File: src/rtl/draw_pkg.sv
// Shared definitions for the draw unit, its CPU-side control logic and the
// rectangle span generator: screen geometry, command-word layout, FSM states.
package draw_pkg;

  // Screen geometry and field widths
  localparam int unsigned SCREEN_W = 160;
  localparam int unsigned SCREEN_H = 120;
  localparam int unsigned COLOR_W  = 3;
  localparam int unsigned X_W      = 8;
  localparam int unsigned Y_W      = 7;
  localparam int unsigned WORD_W   = 16;

  // Single-word full-screen clear command
  localparam logic [WORD_W-1:0] CLEAR_WORD = 16'hFFFF;

  // Word A (row header): {6'b0, color, y}
  localparam int unsigned WA_Y_LSB     = 0;
  localparam int unsigned WA_COLOR_LSB = 7;
  // Word B (span): {xs, xe}
  localparam int unsigned WB_XE_LSB    = 0;
  localparam int unsigned WB_XS_LSB    = 8;

  typedef enum logic [2:0] {
    ST_IDLE = 3'd0,
    ST_WA   = 3'd1,
    ST_WB   = 3'd2,
    ST_CLR  = 3'd3,
    ST_DONE = 3'd4
  } state_e;

  // Build a row-header word
  function automatic logic [WORD_W-1:0] make_word_a(input logic [COLOR_W-1:0] c,
                                                    input logic [Y_W-1:0]     y);
    logic [WORD_W-1:0] w;
    w = '0;
    w[WA_COLOR_LSB +: COLOR_W] = c;
    w[WA_Y_LSB +: Y_W]         = y;
    return w;
  endfunction

  // Build a span word
  function automatic logic [WORD_W-1:0] make_word_b(input logic [X_W-1:0] xs,
                                                    input logic [X_W-1:0] xe);
    logic [WORD_W-1:0] w;
    w = '0;
    w[WB_XS_LSB +: X_W] = xs;
    w[WB_XE_LSB +: X_W] = xe;
    return w;
  endfunction

endpackage

File: src/rtl/rect_span_gen.sv
// Expands one filled-rectangle or clear request into draw-unit span commands,
// one {header, span} word pair per row, honouring FIFO back-pressure.
// Ports:
//   clk, reset          clock, async active-low reset
//   start, clear        one-cycle requests, sampled only when idle
//   x0, x1, y0, y1      rectangle bounds (any order, clamped to screen)
//   color               fill colour
//   full                draw-unit FIFO full
//   we, dataOut         write strobe and command word to the draw unit
//   busy, done          not-idle flag, end-of-request pulse
module rect_span_gen
  import draw_pkg::*;
#(
  parameter int unsigned XMAX = SCREEN_W - 1,
  parameter int unsigned YMAX = SCREEN_H - 1
) (
  input  logic                clk,
  input  logic                reset,
  input  logic                start,
  input  logic                clear,
  input  logic [X_W-1:0]      x0,
  input  logic [X_W-1:0]      x1,
  input  logic [Y_W-1:0]      y0,
  input  logic [Y_W-1:0]      y1,
  input  logic [COLOR_W-1:0]  color,
  input  logic                full,
  output logic                we,
  output logic [WORD_W-1:0]   dataOut,
  output logic                busy,
  output logic                done
);

  localparam logic [X_W-1:0] X_LIM = X_W'(XMAX);
  localparam logic [Y_W-1:0] Y_LIM = Y_W'(YMAX);

  // Order a column pair and clamp both ends; returns {lo, hi}
  function automatic logic [2*X_W-1:0] order_clamp_x(input logic [X_W-1:0] a,
                                                     input logic [X_W-1:0] b);
    logic [X_W-1:0] lo;
    logic [X_W-1:0] hi;
    lo = (a < b) ? a : b;
    hi = (a < b) ? b : a;
    if (lo > X_LIM) lo = X_LIM;
    if (hi > X_LIM) hi = X_LIM;
    return {lo, hi};
  endfunction

  // Order a row pair and clamp both ends; returns {lo, hi}
  function automatic logic [2*Y_W-1:0] order_clamp_y(input logic [Y_W-1:0] a,
                                                     input logic [Y_W-1:0] b);
    logic [Y_W-1:0] lo;
    logic [Y_W-1:0] hi;
    lo = (a < b) ? a : b;
    hi = (a < b) ? b : a;
    if (lo > Y_LIM) lo = Y_LIM;
    if (hi > Y_LIM) hi = Y_LIM;
    return {lo, hi};
  endfunction

  state_e               r_state;
  state_e               w_state_nxt;

  logic [X_W-1:0]       r_xs;
  logic [X_W-1:0]       r_xe;
  logic [Y_W-1:0]       r_y;
  logic [Y_W-1:0]       r_ye;
  logic [COLOR_W-1:0]   r_color;
  logic [X_W-1:0]       w_xs_nxt;
  logic [X_W-1:0]       w_xe_nxt;
  logic [Y_W-1:0]       w_y_nxt;
  logic [Y_W-1:0]       w_ye_nxt;
  logic [COLOR_W-1:0]   w_color_nxt;

  logic [2*X_W-1:0]     w_xb;
  logic [2*Y_W-1:0]     w_yb;

  logic                 r_active;
  logic [WORD_W-1:0]    r_dout;
  logic                 r_busy;
  logic                 r_done;
  logic                 w_active_nxt;
  logic [WORD_W-1:0]    w_dout_nxt;
  logic                 w_busy_nxt;
  logic                 w_done_nxt;

  // State, operand and output registers
  always_ff @(posedge clk or negedge reset) begin
    if (!reset) begin
      r_state  <= ST_IDLE;
      r_xs     <= '0;
      r_xe     <= '0;
      r_y      <= '0;
      r_ye     <= '0;
      r_color  <= '0;
      r_active <= 1'b0;
      r_dout   <= '0;
      r_busy   <= 1'b0;
      r_done   <= 1'b0;
    end else begin
      r_state  <= w_state_nxt;
      r_xs     <= w_xs_nxt;
      r_xe     <= w_xe_nxt;
      r_y      <= w_y_nxt;
      r_ye     <= w_ye_nxt;
      r_color  <= w_color_nxt;
      r_active <= w_active_nxt;
      r_dout   <= w_dout_nxt;
      r_busy   <= w_busy_nxt;
      r_done   <= w_done_nxt;
    end
  end

  // Next-state, operand latch and registered-output decode
  always_comb begin
    w_state_nxt = r_state;
    w_xs_nxt    = r_xs;
    w_xe_nxt    = r_xe;
    w_y_nxt     = r_y;
    w_ye_nxt    = r_ye;
    w_color_nxt = r_color;
    w_xb        = order_clamp_x(x0, x1);
    w_yb        = order_clamp_y(y0, y1);

    case (r_state)
      ST_IDLE: begin
        // clear has priority over start
        if (clear) begin
          w_state_nxt = ST_CLR;
        end else if (start) begin
          w_state_nxt = ST_WA;
          w_xs_nxt    = w_xb[2*X_W-1:X_W];
          w_xe_nxt    = w_xb[X_W-1:0];
          w_y_nxt     = w_yb[2*Y_W-1:Y_W];
          w_ye_nxt    = w_yb[Y_W-1:0];
          w_color_nxt = color;
        end
      end
      ST_WA: begin
        if (!full) w_state_nxt = ST_WB;
      end
      ST_WB: begin
        if (!full) begin
          if (r_y == r_ye) begin
            w_state_nxt = ST_DONE;
          end else begin
            w_state_nxt = ST_WA;
            // y is clamped to YMAX, so this cannot wrap
            w_y_nxt     = Y_W'(r_y + Y_W'(1));
          end
        end
      end
      ST_CLR: begin
        if (!full) w_state_nxt = ST_DONE;
      end
      ST_DONE: begin
        w_state_nxt = ST_IDLE;
      end
      default: begin
        w_state_nxt = ST_IDLE;
      end
    endcase

    // Outputs are decoded from the next state so they are registered and
    // already valid in the first cycle of each state.
    w_active_nxt = (w_state_nxt == ST_WA) || (w_state_nxt == ST_WB) ||
                   (w_state_nxt == ST_CLR);
    w_busy_nxt   = (w_state_nxt != ST_IDLE);
    w_done_nxt   = (w_state_nxt == ST_DONE);
    case (w_state_nxt)
      ST_WA:   w_dout_nxt = make_word_a(w_color_nxt, w_y_nxt);
      ST_WB:   w_dout_nxt = make_word_b(w_xs_nxt, w_xe_nxt);
      ST_CLR:  w_dout_nxt = CLEAR_WORD;
      default: w_dout_nxt = '0;
    endcase
  end

  // Write strobe reacts to full within the same cycle
  assign we      = r_active & ~full;
  assign dataOut = r_dout;
  assign busy    = r_busy;
  assign done    = r_done;

endmodule

File: config.mk
export PLATFORM = sky130hd
export DESIGN_NAME = rect_span_gen
export DESIGN_NICKNAME = d
export VERILOG_FILES = /design/src/rtl/draw_pkg.sv /design/src/rtl/rect_span_gen.sv
export SDC_FILE = /design/constraint.sdc
export NUM_CORES = 1
export LEC_CHECK = 0
export CAP_MARGIN = 10
export CORE_UTILIZATION = 57
export CTS_CLUSTER_DIAMETER = 120
export DETAILED_ROUTE_END_ITERATION = 7
export PLACE_DENSITY_LB_ADDON = 0.25
export SYNTH_ARGS = -nofsm -noshare
export SYNTH_HDL_FRONTEND = slang
export SYNTH_SLANG_ARGS = --single-unit
File: constraint.sdc
create_clock -name clk -period 2.7 [get_ports clk]
set_clock_uncertainty 0.1 [all_clocks]
set_input_delay 0.27 -clock clk [delete_from_list [all_inputs] [get_ports clk]]
set_output_delay 0.27 -clock clk [all_outputs]
set_load 0.02 [all_outputs]
==> results.md <==
* Status: finished, final reports clean
* Max-cap viol count at 0
* ANT nets after route at 0
* Switching share of total power at 41.0%
* Pre-CTS WS at -53.5 ps
* Internal at about 2.4 mW
* Clock power frac at approximately an eighth
* DR iter-0 viols at 150
* Rel. slew slack at 66.2%
* Mapped Area at 0.00330 mm^2
* Synth area leaders: dfrtp_1 (42%), mux2i_1 (5.8%), ha_1 (5.3%)
* CP endpoint: dataOut[0]
* Synth warnings at 0
* Synth Instances at 343
* Pre-antenna DRT Iters at 5
* Largest net degree at the start of global routing at 32
* TNS Setup at 0 ps
* Die X-Extent at 78.1 um
* Die height at 78.1 um
* Root buffer cell: clkbuf_8
* Vias in the first global route at 2657
* Routed vias/inst at 5.60
* Layout cell share with drive strength beyond 1 at between 15 and 20%
* Final WS setup at 280 ps
* Post-synth EDFFs at 0
* Synth top area share at a little over two fifths
* Worst Setup SP: y1[6]
* Worst setup SP type: input pin
* Req. time, crit path at 2850 ps
* R2R setup slack at 510 ps
* Fmax at 0.413 GHz
* CTS Buffer Depth at 2
* I/O pin count at 57
* Num rows at 27
* Vias after detailed routing at 2703
* Final routed DRC violation total at 0
* Hold_buf cts at 1
* Post-synth ARST share at 100%
* Cell Pwr Density at 982 mW/mm^2
* Fin. Hold Viols at 0
* Crit path capture type: register
* Post-DP HPWL at 5810 um
* Postcts setup bufs at 0
* Kind of critical path: input pin to register
* Synth-to-layout area growth at 24.8%
* R2R depth at 5
* Layout Nets at ~460
* Diode count at 0
* Final setup viols at 0
* RSZ-0062 raised after global routing: no
* Sequential share of power at 36.7%
* Worst-path clk slew at 100 ps
* Fin. max-slew vios at 0
* Syn Area/Cell at 9.62 um^2
* Die footprint at 0.00610 mm^2
* Post-Layout Cell Count at around 480
* Worst-path fanout max at 7
* P_leak at 1.82 nW
* I/O Buffers at 56
* Starting density of the core at between 50% and 60%
* Ys flop type: dfrtp_1
* Least-Margin Pin Slew at 502 ps
* Sw power at 1.66 mW
* Clk sinks at 55
* Min cycle time layout at 2420 ps
* Antenna violations before repair at 0
* Worst Hold Class: input pin to asynchronous set/reset pin
* Post-CTS resize count at 0
* CTS tree: built
* #FFs+latches synth at 55
* GRT Total Usage at 26.8%
* Comb pwr share at between 50% and 60%
* CTS Buf Count at 5
* H-tree depth at 2
* RR Endpoint: dataOut[8]
* Core area at 0.00554 mm^2
* Period utilisation layout at 89.6%
* Detailed Route WL at 7530 um
* Netlist cell types at 54
* Critical R2R Launch: r_state[1]
* Remaining global-route overflow at 0
* Max VDD drop at roughly 0.65 mV
* Area leader, netlist: dfrtp_1
* RePlAce Congestion at 0.851
* Mapped Nets at 395
* Worst-Skew Late Latency at around 320 ps
* Critical Path AT at 2570 ps
* Sequential area share after synthesis at 41.7%
* Placed cell count at 474
* DR WL/cell at 15.6 um
* First-pass GRT wire length at 12600 um
per-stage QoR:
| step | power [mW] | util, % | hold slack, ps | instance area, um^2 |
|---|---|---|---|---|
| after detailed placement | 3.54 | 72.3 | -23.5 | 4010 |
| final | 4.04 | 74.3 | 176 | 4120 |
| after floorplan | 2.83 | - | -126 | 3300 |
| after global placement | 3.49 | 72.3 | -22.4 | 4010 |
| after global routing | 4.31 | 74.3 | 187 | 4120 |
| after CTS | 4.04 | 74.3 | 174 | 4120 |
cell type report:
type	count	area (um^2)
Tap cell	72	90.1
Sequential cell	55	1380
Multi-Input combinational cell	254	1750
Fill cell	444	1420
Clock buffer	5	68.8
Timing Repair Buffer	76	733
Clock inverter	3	33.8
Inverter	18	67.6
worst min-delay path by stage:
stage / startpoint / to / slack, ps / cells after the start
CTS: reset / r_ye[1] / 170 / 2
finish: reset / r_ye[1] / 180 / 2
floorplan: reset / busy / -130 / 0
global route: reset / r_ye[1] / 190 / 2
global placement: reset / r_ye[1] / -20 / 1
detailed placement: reset / r_ye[1] / -20 / 1
power by group through the flow:
| stage | combinational [mW] | sequential [mW] | clock [mW] |
|---|---|---|---|
| 5_1_grt | 2.23 | 1.53 | 0.541 |
| 4_1_cts | 2.05 | 1.48 | 0.507 |
| 6_report | 2.06 | 1.48 | 0.505 |
| 2_1_floorplan | 1.27 | 1.56 | 0 |
| 3_3_place_gp | 2.00 | 1.49 | 0 |
| 3_5_place_dp | 2.04 | 1.50 | 0 |
flip-flops by register name, summed over array words and instances, names as in the netlist:
signal / count
r_xs: 8
r_ye: 7
done: 1
r_y: 7
r_active: 1
busy: 1
r_state: 3
r_color: 3
dataOut: 16
r_xe: 8
critical path: stages:
cell	delay (ps)
clkdlybuf4s50_1	520
inv_2	70
ha_1	290
a21oi_1	140
o21ai_0	150
a21oi_4	240
mux2_2	380
a211oi_2	360
a2bb2oi_2	150
synthesized netlist by cell type, types with 4 or more instances:
cell,instances
dfrtp_1,55
nor2_1,43
nand2_1,36
o21ai_0,21
mux2i_1,19
a21oi_1,17
mux2_2,15
ha_1,14
inv_1,14
o21a_1,8
xnor2_1,7
a211oi_1,6
buf_2,6
nand2b_1,5
nor2b_1,5
buf_4,4
nor3_1,4
nor4_1,4
placed cells by master, fill, tap and decap left out, drive strengths merged, types with 2 or more instances in the layout:
cell / netlist / final
nor3: 5 / 5
clkdlybuf4s50: 0 / 55
or3: 2 / 2
o21ai: 26 / 26
nor2: 43 / 43
a221oi: 3 / 3
a311oi: 3 / 3
o21a: 8 / 8
and2: 2 / 2
a21o: 2 / 2
clkinv: 1 / 2
mux2: 16 / 16
ha: 14 / 14
a21oi: 19 / 19
mux2i: 19 / 19
and4: 3 / 3
nand3: 2 / 2
nand4: 3 / 3
xnor2: 7 / 7
dfrtp: 55 / 55
o2bb2ai: 3 / 3
nor4: 5 / 5
or2: 3 / 3
buf: 13 / 20
nand2: 36 / 36
nand2b: 5 / 5
clkbuf: 3 / 5
nor2b: 5 / 5
a211oi: 9 / 9
inv: 17 / 19
cells by family after synthesis:
| family | synth area share, % |
|---|---|
| simple gates | 16.7 |
| buf+inv | 5.27 |
| mux | 11.3 |
| compound gates | 17.8 |
| flops | 41.7 |
| fa+ha+maj | 5.31 |
| xor+xnor | 1.86 |
routing by layer:
metal / vias up / global-route usage [%] / routed length (um)
li1: 1351 / - / -
met5: - / 0 / 0
met2: 71 / 47.9 / 3870
met3: 10 / 3.72 / 281
met4: 0 / 7.78 / 95
met1: 1271 / 33.6 / 3290
No activity file was read; power rests on OpenSTA's default activity.
